## config.mk

```make
export PLATFORM = sky130hd
export DESIGN_NAME = sar_div_arbiter
export DESIGN_NICKNAME = d
export VERILOG_FILES = /design/src/rtl/yin_pkg.sv /design/src/rtl/rr_arbiter.sv /design/src/rtl/sar_div_arbiter.sv
export SDC_FILE = /design/constraint.sdc
export NUM_CORES = 1
export LEC_CHECK = 0
export CAP_MARGIN = 10
export CORE_AREA = 2 2 302 304
export DETAILED_ROUTE_END_ITERATION = 16
export DIE_AREA = 0 0 304 306
export GPL_TIMING_DRIVEN = 0
export PLACE_DENSITY = 0.5
export SETUP_SLACK_MARGIN = 0.02
export SYNTH_ARGS = -nofsm -noshare
export SYNTH_HDL_FRONTEND = slang
export SYNTH_SLANG_ARGS = --single-unit
```

## constraint.sdc

```tcl
create_clock -name clk -period 4.15 [get_ports clk]
set_clock_uncertainty 0.2 [all_clocks]
set_input_delay 0.415 -clock clk [delete_from_list [all_inputs] [get_ports clk]]
set_output_delay 0.415 -clock clk [all_outputs]
set_load 0.02 [all_outputs]
```

## src/rtl/yin_pkg.sv

```systemverilog
// Shared types and constants for the divider-sharing logic.
// Holds the arbiter state encoding and the error quotient.
package yin_pkg;

    localparam int DEFAULT_BITS = 64;

    localparam logic [DEFAULT_BITS-1:0] DIV_ERR_RESULT = '1;

    typedef enum logic [1:0] {
        IDLE  = 2'd0,
        START = 2'd1,
        WAIT  = 2'd2,
        RESP  = 2'd3
    } arb_state_t;

endpackage

```

## src/rtl/rr_arbiter.sv

```systemverilog
// Combinational round-robin picker: first request after last_idx,
// wrapping, as a one-hot grant plus its index.
module rr_arbiter #(
    parameter int N  = 4,
    parameter int IW = $clog2(N)
) (
    input  logic [N-1:0]  request,
    input  logic [IW-1:0] last_idx,
    input  logic          enable,
    output logic [N-1:0]  grant,
    output logic [IW-1:0] grant_idx
);

    int            j;
    logic [IW-1:0] jj;

    // Scan farthest-first so the closest candidate overwrites the rest.
    always_comb begin
        grant     = '0;
        grant_idx = '0;
        j         = 0;
        jj        = '0;
        if (enable) begin
            for (int i = N; i >= 1; i--) begin
                j = int'(last_idx) + i;
                if (j >= N) j = j - N;
                jj = IW'(j);
                if (request[jj]) begin
                    grant     = '0;
                    grant[jj] = 1'b1;
                    grant_idx = jj;
                end
            end
        end
    end

endmodule

```

## src/rtl/sar_div_arbiter.sv

```systemverilog
// Shares one SAR divider among NUM_REQ requesters: round-robin grant,
// start pulse, watchdog, and a one-cycle response to the owner.
module sar_div_arbiter
    import yin_pkg::*;
#(
    parameter int NUM_REQ = 4,
    parameter int BITS    = DEFAULT_BITS,
    parameter int TIMEOUT = 255
) (
    input  logic                    clk,
    input  logic                    reset,
    input  logic [NUM_REQ-1:0]      req_valid,
    output logic [NUM_REQ-1:0]      req_ready,
    input  logic [NUM_REQ*BITS-1:0] req_dividendo,
    input  logic [NUM_REQ*BITS-1:0] req_divisor,
    output logic [NUM_REQ-1:0]      resp_valid,
    output logic [BITS-1:0]         resp_result,
    output logic                    resp_error,
    output logic                    busy,
    output logic                    div_reset,
    output logic [BITS-1:0]         div_dividendo,
    output logic [BITS-1:0]         div_divisor,
    input  logic                    div_ready,
    input  logic [BITS-1:0]         div_result
);

    localparam int IW  = $clog2(NUM_REQ);
    localparam int WC  = $clog2(TIMEOUT + 1);
    localparam int WW  = (WC > 8) ? WC : 8;

    arb_state_t     state_q, state_d;
    logic [IW-1:0]  last_q, owner_q;
    logic [BITS-1:0] dvd_q, dvs_q, res_q;
    logic           err_q;
    logic [WW-1:0]  wd_q;

    logic [NUM_REQ-1:0] grant;
    logic [IW-1:0]      grant_idx;
    logic               accept;
    logic [BITS-1:0]    sel_dvd, sel_dvs;
    logic               sel_zero;
    logic               ready_ok;
    logic               wd_hit;

    rr_arbiter #(.N(NUM_REQ)) u_rr (
        .request   (req_valid),
        .last_idx  (last_q),
        .enable    ((state_q == IDLE) && reset),
        .grant     (grant),
        .grant_idx (grant_idx)
    );

    assign accept   = |grant;
    assign sel_dvd  = req_dividendo[int'(grant_idx)*BITS +: BITS];
    assign sel_dvs  = req_divisor[int'(grant_idx)*BITS +: BITS];
    assign sel_zero = (sel_dvs == '0);

    // A zero watchdog marks the first WAIT cycle, where div_ready is stale.
    assign ready_ok = (wd_q != '0) && div_ready;
    assign wd_hit   = (wd_q == WW'(TIMEOUT));

    always_comb begin
        state_d = state_q;
        unique case (state_q)
            IDLE:  if (accept) state_d = sel_zero ? RESP : START;
            START: state_d = WAIT;
            WAIT:  if (ready_ok || wd_hit) state_d = RESP;
            RESP:  state_d = IDLE;
        endcase
    end

    always_ff @(posedge clk or negedge reset) begin
        if (!reset) begin
            state_q <= IDLE;
            last_q  <= IW'(NUM_REQ - 1);
            owner_q <= '0;
            dvd_q   <= '0;
            dvs_q   <= '0;
            res_q   <= '0;
            err_q   <= 1'b0;
            wd_q    <= '0;
        end else begin
            state_q <= state_d;
            unique case (state_q)
                IDLE: begin
                    if (accept) begin
                        dvd_q   <= sel_dvd;
                        dvs_q   <= sel_dvs;
                        owner_q <= grant_idx;
                        last_q  <= grant_idx;
                        if (sel_zero) begin
                            res_q <= BITS'(DIV_ERR_RESULT);
                            err_q <= 1'b1;
                        end
                    end
                end
                START: wd_q <= '0;
                WAIT: begin
                    if (ready_ok) begin
                        res_q <= div_result;
                        err_q <= 1'b0;
                    end else if (wd_hit) begin
                        res_q <= '0;
                        err_q <= 1'b1;
                    end else if (wd_q != '1) begin
                        wd_q <= wd_q + 1'b1;
                    end
                end
                RESP: ;
            endcase
        end
    end

    always_comb begin
        resp_valid = '0;
        if (state_q == RESP) resp_valid[owner_q] = 1'b1;
    end

    assign req_ready     = grant;
    assign resp_result   = res_q;
    assign resp_error    = err_q;
    assign busy          = (state_q != IDLE);
    assign div_reset     = (state_q == START);
    assign div_dividendo = dvd_q;
    assign div_divisor   = dvs_q;

endmodule

```

==> out/qor.yml, run 1 <==
timing:
  finalCriticalPeriod_ns: 4.00
  fmax_mhz: 250
  relSlewSlack_pct: 20.6
  worst-slew-pin-transition_ns: 1.18
  rsz0062_at_grt: "yes"
  report.final.hold_viol_count: 0
  setup_viol: 0
  maxSlewViolCount: 0
  worst_slack_ns: 0.148
  whs_ns: 0.201
  fin_crit_sh_pct: 96.4
placement:
  hpwlAfterDp_mm: 91.8
  placed_area_um2: 23900
  portBuffers: 785
  dp.cells: 4111
  pre_cts_ws_ns: -1.26
  place_congestion: 1.01
detailed_routing:
  wl_per_cell_um: 26.6
  postRouteAntennaNets: 0
  vias_per_cell: 4.76
  wirelength_mm: 111
  drtIter0Drc: 1733
  num_vias: 19900
  drc: 0
  first_pass_iters: 5
setup_path:
  slowest_stage: "clkbuf_1"
  criticalPathCategory: "reg -> reg"
  critical_path.max_fanout: 10
  r2r_cells: 12
  cp_top_family: "buffers and inverters"
  path_buf_inv: 5
  rrSetupSlack_ns: 0.15
  cp-start-kind: "register"
  r2r-start: "last_q[0]"
  rr_endpoint: "div_divisor[43]"
  end_kind: "register"
  startpoint: "last_q[0]"
  cp_slowest_stage_delay_ns: 0.61
  cp_cell_sequence: "buf_4, inv_1, ha_1, a21oi_1, or4_1, clkbuf_1, buf_2, clkbuf_1, nand2_1, nand2_1, o21ai_0, o21ai_0"
  arrival_ns: 4.30
  critPathRequiredTime_ns: 4.44
logic_synthesis:
  yosys_most_used_dff: "dfrtp_1"
  synth_top_area_share_pct: 35.5
  synth_seq_area_share_pct: 35.9
  postSynthAreaPerCell_um2: 6.74
  synth_cell_types: 47
  ys_warn_count: 0
  synthesis.area_um2: 14500
  synth_edf_count: 0
  synth_nets: 2743
  synth_seq_cells: 207
  yosys-top-cells-area: "dfrtp_1 (35%), nand2_1 (22%), o21ai_0 (11%), a211oi_1 (6.6%), nand3_1 (4.5%)"
  synthCells: 2145
  synthArstFlopShare_pct: 100
  yosys.area.top_type: "dfrtp_1"
power:
  p_comb_share_pct: 61.2
  swShare_pct: 49.0
  switching_power_uw: 8570
  power_density_nw_per_um2: 691
  p_clk_share_pct: 16.7
  ir_drop_v: 0.000322
  p_int_uw: 8910
  p_leak_uw: 0.0103
  p_seq_share_pct: 22.0
min_path:
  min_from: "div_result[8]"
  min_path_type: "in -> reg"
  hold_end: "resp_result[8]"
  min_path_cells: 3
cts:
  clock_latency_ns: 0.59
  cts-root-buf: "clkbuf_16"
  htreeDepth: 1
  clk_pin_slew_ns: 0.06
  cts_tree: "built"
  cts.path.max_buffers: 3
  clock_sinks: 207
  cts_buffers: 29
floorplan:
  die_h_um: 306
  fp.dieArea_um2: 93000
  num_rows: 110
  io_pins: 786
  core_area_um2: 89600
  die_x_um: 304
  initial_core_util_pct: 16.1
finish:
  finalNonFillerCells: 4188
  syn_to_final_growth_pct: 75.1
  layout_common_cells: "nand2_1 (846), clkdlybuf4s50_1 (780), o21ai_0 (317)"
  fin_nets: 3574
  drive_gt1_share_pct: 5.37
  stdcell_area_um2: 25300
  final_util_pct: 28.2
  final_common_cell: "nand2_1"
status:
  outcome: "complete, no violations"
global_routing:
  grt_overflow: 0
  antenna_found_initial: 24
  grt_start_max_net_pins: 99
  grt_pass1_vias: 19500
  grt_util_all_layers_pct: 22.8
  grt_pass1_wl_mm: 152
job:
  cap_violations: 0
[routing by layer]
layer	track usage [%]	vias up	routed length, um	part of all wire [%]
met5	0	-	84	0.075
met4	5.89	14	3110	2.8
met3	6.37	152	10600	9.5
li1	-	9109	-	-
met1	30.0	9586	47600	43
met2	36.5	1070	50000	45
[sequential cells by signal, indices dropped and copies added, names as in the netlist]
signal / flops
resp_result: 64
div_divisor: 64
wd_q: 8
state_q: 2
owner_q: 2
resp_error: 1
div_dividendo: 64
last_q: 2
[layout make-up]
class	instances	area [um2]
inverter	16	60.1
sequential	207	5180
clock buffer	35	788
buffer	182	911
fill	9921	64300
timing repair buffer	800	8090
tap	1176	1470
antenna	13	32.5
multi-input combinational	1740	8460
clock inverter	19	297
[synthesized netlist by cell type (all sizes together) (2+ instances only)]
cell type  instances
nor2              79
a21oi             12
nor4              70
inv               16
nor3b              2
a211o              5
mux4               4
clkbuf           140
dfstp              2
a22oi              4
nand4             20
nor2b              4
and3               2
nand2            846
buf               42
and4               2
xor2               5
nand3            131
dfrtp            205
a31oi             64
a211oi           127
ha                15
o311a              2
o21ai            326
mux2i              7
[through the flow]
| stage | setup TNS, ns | total power, uW |
|---|---|---|
| after floorplan | 0 | 8960 |
| after global placement | -3802.99 | 14300 |
| after detailed placement | -118.82 | 14400 |
| after CTS | 0 | 17500 |
| after global routing | 0 | 18600 |
| final | 0 | 17500 |
[kinds of logic (layout without fill, tap and decap cells)]
kind of cell | count (synthesis) | after routing | share of synthesized area [%]
simple gates | 1164 | 1164 | 33.4
fa+ha+maj | 15 | 15 | 1.30
xor+xnor | 6 | 6 | 0.364
compound gates | 543 | 543 | 21.9
flops | 207 | 207 | 35.9
mux | 12 | 12 | 1.21
buf+inv | 198 | 1052 | 5.96
other cells | 0 | 13 | 0
[how the worst max path moves through the flow]
stage | end | cells after the start | slack (ns)
finish | div_divisor[43] | 12 | 0.15
global placement | div_dividendo[56] | 9 | -11.41
detailed placement | div_dividendo[55] | 13 | -1.26
global route | div_dividendo[12] | 14 | 0.007
CTS | div_dividendo[56] | 12 | 0.02
floorplan | resp_result[54] | 13 | 0.83
[tightest hold or removal path: cells and delay by family]
kind | cells | cell delay (ns)
and+or+nand+nor | 1 | 0.08
AOI/OAI and AO/OA | 1 | 0.07
buffers and inverters | 1 | 0.39
[repair_timing]
item | in CTS | in global routing
resized for setup | 40 | 57
hold buffers | 4 | 0
pin swaps | 1 | 3
buffers inserted | 2 | 4
endpoints found under the setup margin | 202 | 155
hold endpoints to repair | 205 | 0
[power by group through the flow]
stage / logic (uW) / registers (uW) / clock network (uW)
after CTS: 10700 / 3840 / 3010
final: 10700 / 3850 / 2920
after detailed placement: 10600 / 3850 / 0
after floorplan: 4140 / 4820 / 0
after global placement: 10400 / 3830 / 0
after global routing: 11600 / 3970 / 3050
Note: power is estimated with default switching activity, not from simulation.
==> run 2, diff against run 1 <==
Settings changed: REMOVE_ABC_BUFFERS set to 1.
==> run 2 against run 1 <==
First-iteration DRC count fell by 28%. Sequential cell count did not move. Critical endpoint is now req_ready[2]. Utilization barely moved. Clock-buffer cell count rose by 12. Cell count fell by 3.0%.
==> out/qor.yml, run 2 (same netlist as run 1, synthesis figures left out) <==
placement:
  pre_cts_ws_ns: -1.54  # was -1.26 ns
  dp.cells: 3971  # was 4111
  placed_area_um2: 23900  # about the same
  hpwlAfterDp_mm: 67.2  # was 91.8 mm
  place_congestion: 0.888  # was 1.01
  portBuffers: 785  # unchanged
floorplan:
  initial_core_util_pct: 16.1  # unchanged
  fp.dieArea_um2: 93000  # unchanged
  core_area_um2: 89600  # unchanged
  die_h_um: 306  # unchanged
  num_rows: 110  # unchanged
  die_x_um: 304  # unchanged
  io_pins: 786  # unchanged
cts:
  clk_pin_slew_ns: 0.06  # about the same
  htreeDepth: 1  # unchanged
  cts.path.max_buffers: 3  # unchanged
  cts-root-buf: "clkbuf_16"  # unchanged
  clock_sinks: 207  # unchanged
  cts_buffers: 29  # unchanged
  clock_latency_ns: 0.58  # was 0.59 ns
  cts_tree: "built"  # unchanged
finish:
  finalNonFillerCells: 4063  # was 4188
  syn_to_final_growth_pct: 74.8  # was 75.1%
  drive_gt1_share_pct: 4.74  # was 5.37%
  final.fill_count: 9765  # was 9921
  final_common_cell: "nand2_1"  # unchanged
  fin_nets: 3448  # was 3574
  layout_common_cells: "nand2_1 (845), clkdlybuf4s50_1 (783), o21ai_0 (323)"  # was nand2_1 (846), clkdlybuf4s50_1 (780), o21ai_0 (317)
  stdcell_area_um2: 25300  # about the same
min_path:
  min_path_cells: 3  # unchanged
  min_from: "div_result[58]"  # was div_result[8]
  min_path_type: "in -> reg"  # unchanged
  hold_end: "resp_result[58]"  # was resp_result[8]
power:
  p_int_uw: 8750  # was 8910 uW
  p_leak_uw: 0.0103  # about the same
  switching_power_uw: 7620  # was 8570 uW
  ir_drop_v: 0.000328  # was 0.000322 V
  swShare_pct: 46.5  # was 49.0%
  finalPower_uw: 16400  # was 17500 uW
  p_comb_share_pct: 62.1  # was 61.2%
  p_clk_share_pct: 14.9  # was 16.7%
  power_density_nw_per_um2: 648  # was 691 nW/um2
  p_seq_share_pct: 23.0  # was 22.0%
status:
  outcome: "complete, no violations"  # unchanged
job:
  cap_violations: 0  # unchanged
setup_path:
  cp_slowest_stage_delay_ns: 0.70  # was 0.61 ns
  arrival_ns: 3.41  # was 4.30 ns
  cp_cell_sequence: "inv_1, ha_4, mux4_2, buf_4, a21oi_1, a21oi_1, a211o_1, inv_1, clkdlybuf4s50_1"  # was buf_4, inv_1, ha_1, a21oi_1, or4_1, clkbuf_1, buf_2, clkbuf_1, nand2_1, nand2_1, o21ai_0, o21ai_0
  r2r_cells: 14  # was 12
  r2r-start: "last_q[0]"  # unchanged
  rrSetupSlack_ns: 0.13  # was 0.15 ns
  critPathRequiredTime_ns: 3.53  # was 4.44 ns
  slowest_stage: "clkdlybuf4s50_1"  # was clkbuf_1
  end_kind: "primary output"  # was register
  cp-start-kind: "register"  # unchanged
  critical_path.max_fanout: 9  # was 10
  criticalPathCategory: "reg -> out"  # was reg -> reg
  rr_endpoint: "resp_result[14]"  # was div_divisor[43]
timing:
  report.final.hold_viol_count: 0  # unchanged
  setup_viol: 0  # unchanged
  worst-slew-pin-transition_ns: 0.934  # was 1.18 ns
  fmax_mhz: 248  # was 250 MHz
  fin_crit_sh_pct: 97.0  # was 96.4%
  worst_slack_ns: 0.123  # was 0.148 ns
  whs_ns: 0.221  # was 0.201 ns
  rsz0062_at_grt: "no"  # was yes
  relSlewSlack_pct: 37.5  # was 20.6%
  finalCriticalPeriod_ns: 4.03  # was 4.00 ns
  maxSlewViolCount: 0  # unchanged
global_routing:
  grt_pass1_wl_mm: 125  # was 152 mm
  antenna_found_initial: 38  # was 24
  grt_start_max_net_pins: 101  # was 99
  grt_pass1_vias: 17700  # was 19500
  grt_util_all_layers_pct: 17.9  # was 22.8%
  grt_overflow: 0  # unchanged
detailed_routing:
  wirelength_mm: 88.5  # was 111 mm
  vias_per_cell: 4.52  # was 4.76
  drtIter0Drc: 1247  # was 1733
  postRouteAntennaNets: 0  # unchanged
  num_vias: 18400  # was 19900
  first_pass_iters: 6  # was 5
  drc: 0  # unchanged
  wl_per_cell_um: 21.8  # was 26.6 um
-- run 2: cell count changes in the layout (fill, tap and decap cells not counted), moves of 4 or more --
cell / previous run / this run
o21ai_2: 4 / 0
buf_12: 2 / 7
clkbuf_1: 111 / 13
buf_2: 21 / 0
clkbuf_4: 8 / 0
bufinv_16: 7 / 1
clkinv_2: 4 / 0
buf_6: 11 / 7
buf_8: 3 / 15
clkbuf_2: 24 / 0
buf_4: 12 / 17
diode_2: 13 / 20
o21ai_0: 317 / 323
buf_16: 5 / 18
-- run 2: metrics by stage --
| step | utilization (%) | TNS, ns |
|---|---|---|
| finish | 28.2 | 0 |
| global route | 28.2 | 0 |
| CTS | 27.9 | 0 |
| detailed placement | 26.7 | -107.51 |
| global placement | 25.6 | -7626.18 |
| floorplan | - | -1923.94 |
-- run 2: power by group through the flow --
stage | Sequential, uW | Clock, uW | Combinational [uW]
after floorplan | 4850 | 0 | 4530
after global placement | 3760 | 0 | 9600
after detailed placement | 3800 | 0 | 9840
after CTS | 3760 | 2540 | 10100
after global routing | 3910 | 2610 | 11100
final | 3760 | 2440 | 10200
-- run 2: critical path: cells and delay by family (launching register included) --
kind	cells	cell delay (ns)
fa+ha+maj	1	0.33
mux	1	0.35
flops	1	0.61
buf+inv	4	1.07
compound gates	3	0.46
-- run 2: layer usage --
layer  GRT usage (%)  routed length, um  vias to the layer above
met2            30.6              43100                      805
met5               0                 92                        -
met4            6.64               3060                       12
li1                -                  -                     8859
met1            21.4              35400                     8579
met3            4.69               6890                      130
-- run 2: how the worst max path moves through the flow --
stage	endpoint	depth (start not counted)	startpoint	slack, ns
floorplan	resp_result[61]	8	last_q[0]	-12.67
global placement	resp_result[61]	7	reset	-35.52
detailed placement	resp_result[59]	17	reset	-1.54
CTS	div_dividendo[17]	11	last_q[0]	0.02
global route	req_ready[2]	8	last_q[0]	0.02
finish	req_ready[2]	9	last_q[0]	0.12
-- run 2: area by class of cell --
| type | count | area (um2) | area share (%) |
|---|---|---|---|
| well taps | 1176 | 1470 | 5.83 |
| flip-flops and latches | 207 | 5190 | 20.5 |
| repair buffers | 853 | 9030 | 35.8 |
| inverters | 16 | 60.1 | 0.238 |
| clock buffers | 47 | 843 | 3.34 |
| clock inverters | 1 | 30.0 | 0.119 |
| multi-input cells | 1743 | 8580 | 34.0 |
| diodes | 20 | 50.0 | 0.198 |
-- run 2: what timing repair did --
item	in CTS	in global routing
resized for setup	12	13
hold buffers	2	0
hold endpoints to repair	56	0
setup endpoints to repair	124	43
setup buffers	11	6
cloned	3	4
pin swaps	4	4
==> run 3, diff against run 2 <==
Settings changed: ABC_CLOCK_PERIOD_IN_PS set to 4150, CTS_BUF_LIST set to sky130_fd_sc_hd__clkbuf_8.
==> run 3 against run 2 <==
Utilization rose by 0.16 points. Wire length is 0.38% higher. Non-clock buffer count increased by 7. Die area stayed put. First-iteration DRC count down 0.96%. Sequential power about the same. Cell count rose by 1.0%. Power shrank 1.3%. Clock-buffer cell count rose by 5. Global-route usage is 0.24 points higher. Critical path depth increased by 5. Setup slack improved by 0.029 ns.
==> out/qor.yml, run 3 (same netlist as run 1, synthesis figures left out) <==
status:
  outcome: "complete, no violations"  # unchanged
global_routing:
  use_met3_pct: 5.25  # was 4.69%
  antenna_found_initial: 37  # was 38
  grtUsageMet1_pct: 21.2  # was 21.4%
  grt_util_all_layers_pct: 18.1  # was 17.9%
  grt_overflow: 0  # unchanged
  use_met2_pct: 31.2  # was 30.6%
  grt_pass1_wl_mm: 126  # was 125 mm
  top_usage_layer: "met2"  # unchanged
  grt_start_max_net_pins: 101  # unchanged
  grt_pass1_vias: 18000  # was 17700
finish:
  final.fill_count: 9768  # was 9765
  syn_to_final_growth_pct: 75.7  # was 74.8%
  layout_common_cells: "nand2_1 (845), clkdlybuf4s50_1 (780), o21ai_0 (322)"  # was nand2_1 (845), clkdlybuf4s50_1 (783), o21ai_0 (323)
  drive_gt1_share_pct: 5.81  # was 4.74%
  final_common_cell: "nand2_1"  # unchanged
  stdcell_area_um2: 25400  # was 25300 um2
  finalNonFillerCells: 4105  # was 4063
  fin_nets: 3472  # was 3448
detailed_routing:
  postRouteAntennaNets: 0  # unchanged
  first_pass_iters: 6  # unchanged
  num_vias: 18600  # was 18400
  wl_per_cell_um: 21.7  # was 21.8 um
  vias_per_cell: 4.53  # was 4.52
  wirelength_mm: 88.9  # was 88.5 mm
  drtIter0Drc: 1235  # was 1247
  drc: 0  # unchanged
setup_path:
  criticalPathCategory: "reg -> reg"  # was reg -> out
  cp_cell_sequence: "inv_1, ha_4, mux4_2, nor2_2, o21bai_4, a211o_4, buf_16, mux2i_4, buf_12, nor3b_4, clkbuf_16, buf_16, buf_16, a211oi_1"  # was inv_1, ha_4, mux4_2, buf_4, a21oi_1, a21oi_1, a211o_1, inv_1, clkdlybuf4s50_1
  r2r_cells: 14  # unchanged
  slowest_stage: "dfstp_4"  # was clkdlybuf4s50_1
  critPathRequiredTime_ns: 4.44  # was 3.53 ns
  arrival_ns: 4.28  # was 3.41 ns
  cp-start-kind: "register"  # unchanged
  end_kind: "register"  # was primary output
  rrSetupSlack_ns: 0.15  # was 0.13 ns
  rr_endpoint: "resp_result[47]"  # was resp_result[14]
  critical_path.max_fanout: 45  # was 9
  r2r-start: "last_q[0]"  # unchanged
  crit_top_cell: "buf_16"
  cp_slowest_stage_delay_ns: 0.61  # was 0.70 ns
job:
  cap_violations: 0  # unchanged
timing:
  fmax_mhz: 250  # was 248 MHz
  relSlewSlack_pct: 39.4  # was 37.5%
  finalCriticalPeriod_ns: 4.00  # was 4.03 ns
  worst-slew-pin-transition_ns: 0.907  # was 0.934 ns
  report.final.hold_viol_count: 0  # unchanged
  maxSlewViolCount: 0  # unchanged
  fin_crit_sh_pct: 96.3  # was 97.0%
  worst_slack_ns: 0.152  # was 0.123 ns
  rsz0062_at_grt: "no"  # unchanged
  setup_viol: 0  # unchanged
floorplan:
  core_area_um2: 89600  # unchanged
  die_h_um: 306  # unchanged
  initial_core_util_pct: 16.1  # unchanged
  fp.dieArea_um2: 93000  # unchanged
  num_rows: 110  # unchanged
  io_pins: 786  # unchanged
  die_x_um: 304  # unchanged
cts:
  cts-root-buf: "clkbuf_8"  # was clkbuf_16
  cts_buffers: 46  # was 29
  htreeDepth: 2  # was 1
  cts.path.max_buffers: 3  # unchanged
  clk_pin_slew_ns: 0.06  # about the same
  clock_sinks: 207  # unchanged
  clock_latency_ns: 0.61  # was 0.58 ns
  cts_tree: "built"  # unchanged
placement:
  placed_area_um2: 23900  # unchanged
  portBuffers: 785  # unchanged
  dp.cells: 3971  # unchanged
  hpwlAfterDp_mm: 67.2  # unchanged
  pre_cts_ws_ns: -1.54  # unchanged
  place_congestion: 0.888  # unchanged
power:
  ir_drop_v: 0.000331  # was 0.000328 V
  power_density_nw_per_um2: 636  # was 648 nW/um2
  p_leak_uw: 0.0105  # was 0.0103 uW
min_path:
  hold_end: "resp_result[58]"  # unchanged
  min_from: "div_result[58]"  # unchanged
  min_path_type: "in -> reg"  # unchanged
  min_path_cells: 3  # unchanged
run 3: critical path, delay by kind of cell (launching register included):
family	cells	cell delay, ns
and+or+nand+nor	2	0.43
adders and majority gates	1	0.33
muxes	2	0.60
DFF	1	0.61
AOI/OAI and AO/OA	3	0.61
buffers and inverters	6	1.02
run 3: metal layers:
metal / routed length [um] / vias up
li1: - / 8917
met1: 35100 / 8689
met2: 43000 / 831
met3: 7360 / 136
met4: 3340 / 8
met5: 57 / -
run 3: worst max-delay path by stage:
stage | from | to | slack (ns) | cells past startpoint
floorplan | last_q[0] | resp_result[61] | -12.67 | 8
global placement | reset | resp_result[61] | -35.52 | 7
detailed placement | reset | resp_result[59] | -1.54 | 17
CTS | last_q[0] | req_ready[1] | 0.02 | 9
global route | last_q[0] | resp_result[49] | 0.03 | 14
finish | last_q[0] | resp_result[47] | 0.15 | 14
run 3: what timing repair did:
item | in CTS | in global routing
gates cloned | 3 | 3
buffers inserted | 12 | 6
pin swaps | 4 | 2
endpoints found under the hold margin | 88 | 0
resized for setup | 15 | 17
hold buffers | 8 | 0
endpoints found under the setup margin | 124 | 28
run 3: through the flow:
| stage | total power, uW | utilization, % | TNS, ns | hold WS, ns |
|---|---|---|---|---|
| after floorplan | 9380 | - | -1923.94 | -0.0806 |
| after global placement | 13400 | 25.6 | -7626.18 | 0.261 |
| after detailed placement | 13600 | 26.7 | -107.51 | 0.203 |
| after CTS | 16200 | 28.1 | 0 | 0.0958 |
| after global routing | 17400 | 28.3 | 0 | 0.136 |
| final | 16200 | 28.3 | 0 | 0.182 |
run 3: area by class of cell:
class | count | area (um2) | area share (%)
repair buffers | 860 | 9190 | 36.2
multi-input cells | 1743 | 8600 | 33.8
flip-flops and latches | 207 | 5190 | 20.4
well taps | 1176 | 1470 | 5.79
clock buffers | 52 | 716 | 2.82
clock inverters | 29 | 128 | 0.502
inverters | 16 | 60.1 | 0.236
diodes | 22 | 55.1 | 0.217
run 3: where the power goes:
| part | switching [uW] | internal, uW |
|---|---|---|
| sequential | 692 | 3070 |
| clock | 1090 | 1140 |
| combinational | 5900 | 4270 |
| total | 7690 | 8480 |
==> edit: new RTL, config.mk and constraints of run 2 <==
Re-encode `arb_state_t` (4 states) as one-hot, 4 bits wide.
--- a/src/rtl/yin_pkg.sv
+++ b/src/rtl/yin_pkg.sv
@@ -7,9 +7,9 @@
     localparam logic [DEFAULT_BITS-1:0] DIV_ERR_RESULT = '1;
 
-    typedef enum logic [1:0] {
-        IDLE  = 2'd0,
-        START = 2'd1,
-        WAIT  = 2'd2,
-        RESP  = 2'd3
+    typedef enum logic [3:0] {
+        IDLE  = 4'b0001,
+        START = 4'b0010,
+        WAIT  = 4'b0100,
+        RESP  = 4'b1000
     } arb_state_t;
 
Behaviour: same outputs for any inputs over 4 cycles, from zero or initial values and one cycle with reset low; so few cycles prove little.
==> edit against run 2 <==
  * The flow now finishes with violations (negative setup slack)
  * Design area increased by 12%
  * Core utilization increased by 3.4 points
  * Synthesized area increased by 5.4%
  * Count of clock-buffer cells in the layout increased by 1
  * Setup slack got worse by 0.73 ns
  * Critical path depth increased by 7
  * Routed wire length increased by 15%
  * Sequential share of layout area decreased by 2.1 points
  * Sequential cell count increased by 2
  * Critical endpoint is now resp_error$_DFFE_PN0P_
  * Largest cell class unchanged
Power is not compared: it rests on default switching activity, and its combinational part moved more than twofold at a synthesized area within 25%.
==> edit: results (changes against run 2) <==
Status - finished with violations
Failing checks - negative setup slack
Detailed Route Iter0 Violations - 1706 (+37%)
Clock transition at the registers of the reported paths - 0.06 ns (about the same)
Avg Cell Area, Syn - 6.94 µm² (+3.0%)
Wire length on met1 - 42800 µm (+21%)
Met1 Resource Use GR - 0.250 (+0.0360)
Asr flop ratio synth - 1.00 (unchanged)
CTS Buf Count - 31 (+6.9%)
DP HPWL - 63700 µm (-5.1%)
1st-pass router iterations - 5 (-1)
Met3 usage - 0.0456 (-0.00131)
Vias - 20800 (+13%)
Routed Antenna Nets - 0 (unchanged)
Nets - 3619 (+5.0%)
WL final - 102000 µm (+15%)
Synth top area share - 0.338 (-0.0165)
Port Buffers - 785 (unchanged)
CTS max path bufs - 3 (unchanged)
Fraction of layout cells with a size suffix above 1 - 0.123 (+0.0752)
Sequential fraction of the synthesis area - 0.344 (-0.0150)
Clk_lat worst skew - 0.60 ns (+0.02 ns)
Vias/cell - 4.91 (+8.6%)
Placed cell count - 4017 (+1.2%)
Transition time of the tightest slew-check pin - 1.02 ns (+0.0879 ns)
Slowest CP cell - mux4_2
Synth cell types - 58 (+23%)
Post-synthesis xor/xnor area fraction - 0.00403 (+0.000389)
Final setup viols - 67 (+67)
Top cells by area, synth - dfrtp_1 (34%), nand2_1 (20%), nand3_1 (8.8%)
Worst Hold Class - in2async
Final RePlAce weighted congestion - 0.864 (-2.8%)
Fillers - 9534 (-2.4%)
Max IR drop VDD - 0.285 mV
Top routing layer in use - met5
Top post-synthesis cells by count - nand2_1 (827), nand3_1 (268), dfrtp_1 (206)
Yosys Warn Count - 0 (unchanged)
Vias in the first global route - 20200 (+14%)
Top FF cell, synth - dfrtp_1
CP Data Arrival Time - 5.07 ns (+1.66 ns)
CP max FO - 11 (+2)
Largest net degree at the start of global routing - 96 (-5.0%)
Root Buffer - clkbuf_16
Largest delay share family, worst path - multiplexers
Post-synthesis adder-cell area fraction - 0.00821 (-0.00477)
Placed Area - 24700 µm² (+3.3%)
Mux share of post-synthesis cell area - 0.0225 (+0.0104)
Met3 routed WL - 8390 µm (+22%)
GRT met2 Usage - 0.329 (+0.0225)
Largest stage delay, worst path - 0.65 ns (-0.05 ns)
Met2 routed WL - 46700 µm (+8.4%)
GRT Total Usage - 0.198 (+0.0194)
Worst Slack Setup Final - -0.607 ns (-0.731 ns)
Compound-Gate Fraction of Synth Area - 0.195 (-0.0235)
Initial antenna violation count - 15 (-61%)
H-tree levels - 1 (unchanged)
First-pass GRT wire length - 139000 µm (+11%)
edit: cell count changes after synthesis, moves of 19 or more:
cell	before	now
nand2_1	846	827
buf_1	1	24
nor4_1	69	45
a41oi_1	0	128
o211ai_1	0	67
o21ai_0	325	117
nand3_1	131	268
a211oi_1	127	7
edit: final timing paths:
kind | cells after the start | slack, ns | to
max | 16 | -0.61 | resp_error$_DFFE_PN0P_
min | 7 | 0.03 | resp_result[38]$_DFFE_PN0P_
max reg2reg | 16 | -0.61 | resp_error$_DFFE_PN0P_
min reg2reg | 2 | 0.26 | div_dividendo[18]$_DFFE_PN0P_
max in group asynchronous | 8 | 1.66 | div_divisor[35]$_DFFE_PN0P_
min in group clk | 3 | 0.24 | resp_result[14]$_DFFE_PN0P_
edit: repair_timing:
item | CTS | global route
gates cloned | 23 | 13
hold buffers | 3 | 12
pin swaps | 87 | 32
gates resized for setup | 117 | 49
endpoints found under the hold margin | 207 | 25
setup endpoints to repair | 193 | 130
buffers inserted | 80 | 29
edit: power breakdown:
part           internal [mW]  total (mW)  switching, mW
Clock                   1.44        2.56           1.12
Combinational           2.11        4.53           2.42
Sequential              2.55        2.86          0.309
edit: per-stage QoR:
stage,util,TNS (ns),hold slack (ns),setup slack (ns)
2_1_floorplan,-,-2112.12,-0.0806,-11.16
3_3_place_gp,0.264,-7889.59,0.247,-32.11
3_5_place_dp,0.276,-259.15,0.106,-3.03
4_1_cts,0.307,-38.48,-0.327,-0.627
5_1_grt,0.316,-43.23,0.0331,-0.762
6_report,0.316,-35.40,0.0317,-0.607
edit: cell type report:
class,instances,area share
clock buffers,48,0.0310
diodes,13,0.00115
multi-input cells,1779,0.350
well taps,1176,0.0519
inverters,13,0.00185
repair buffers,992,0.377
clock inverters,8,0.00177
flip-flops and latches,209,0.185
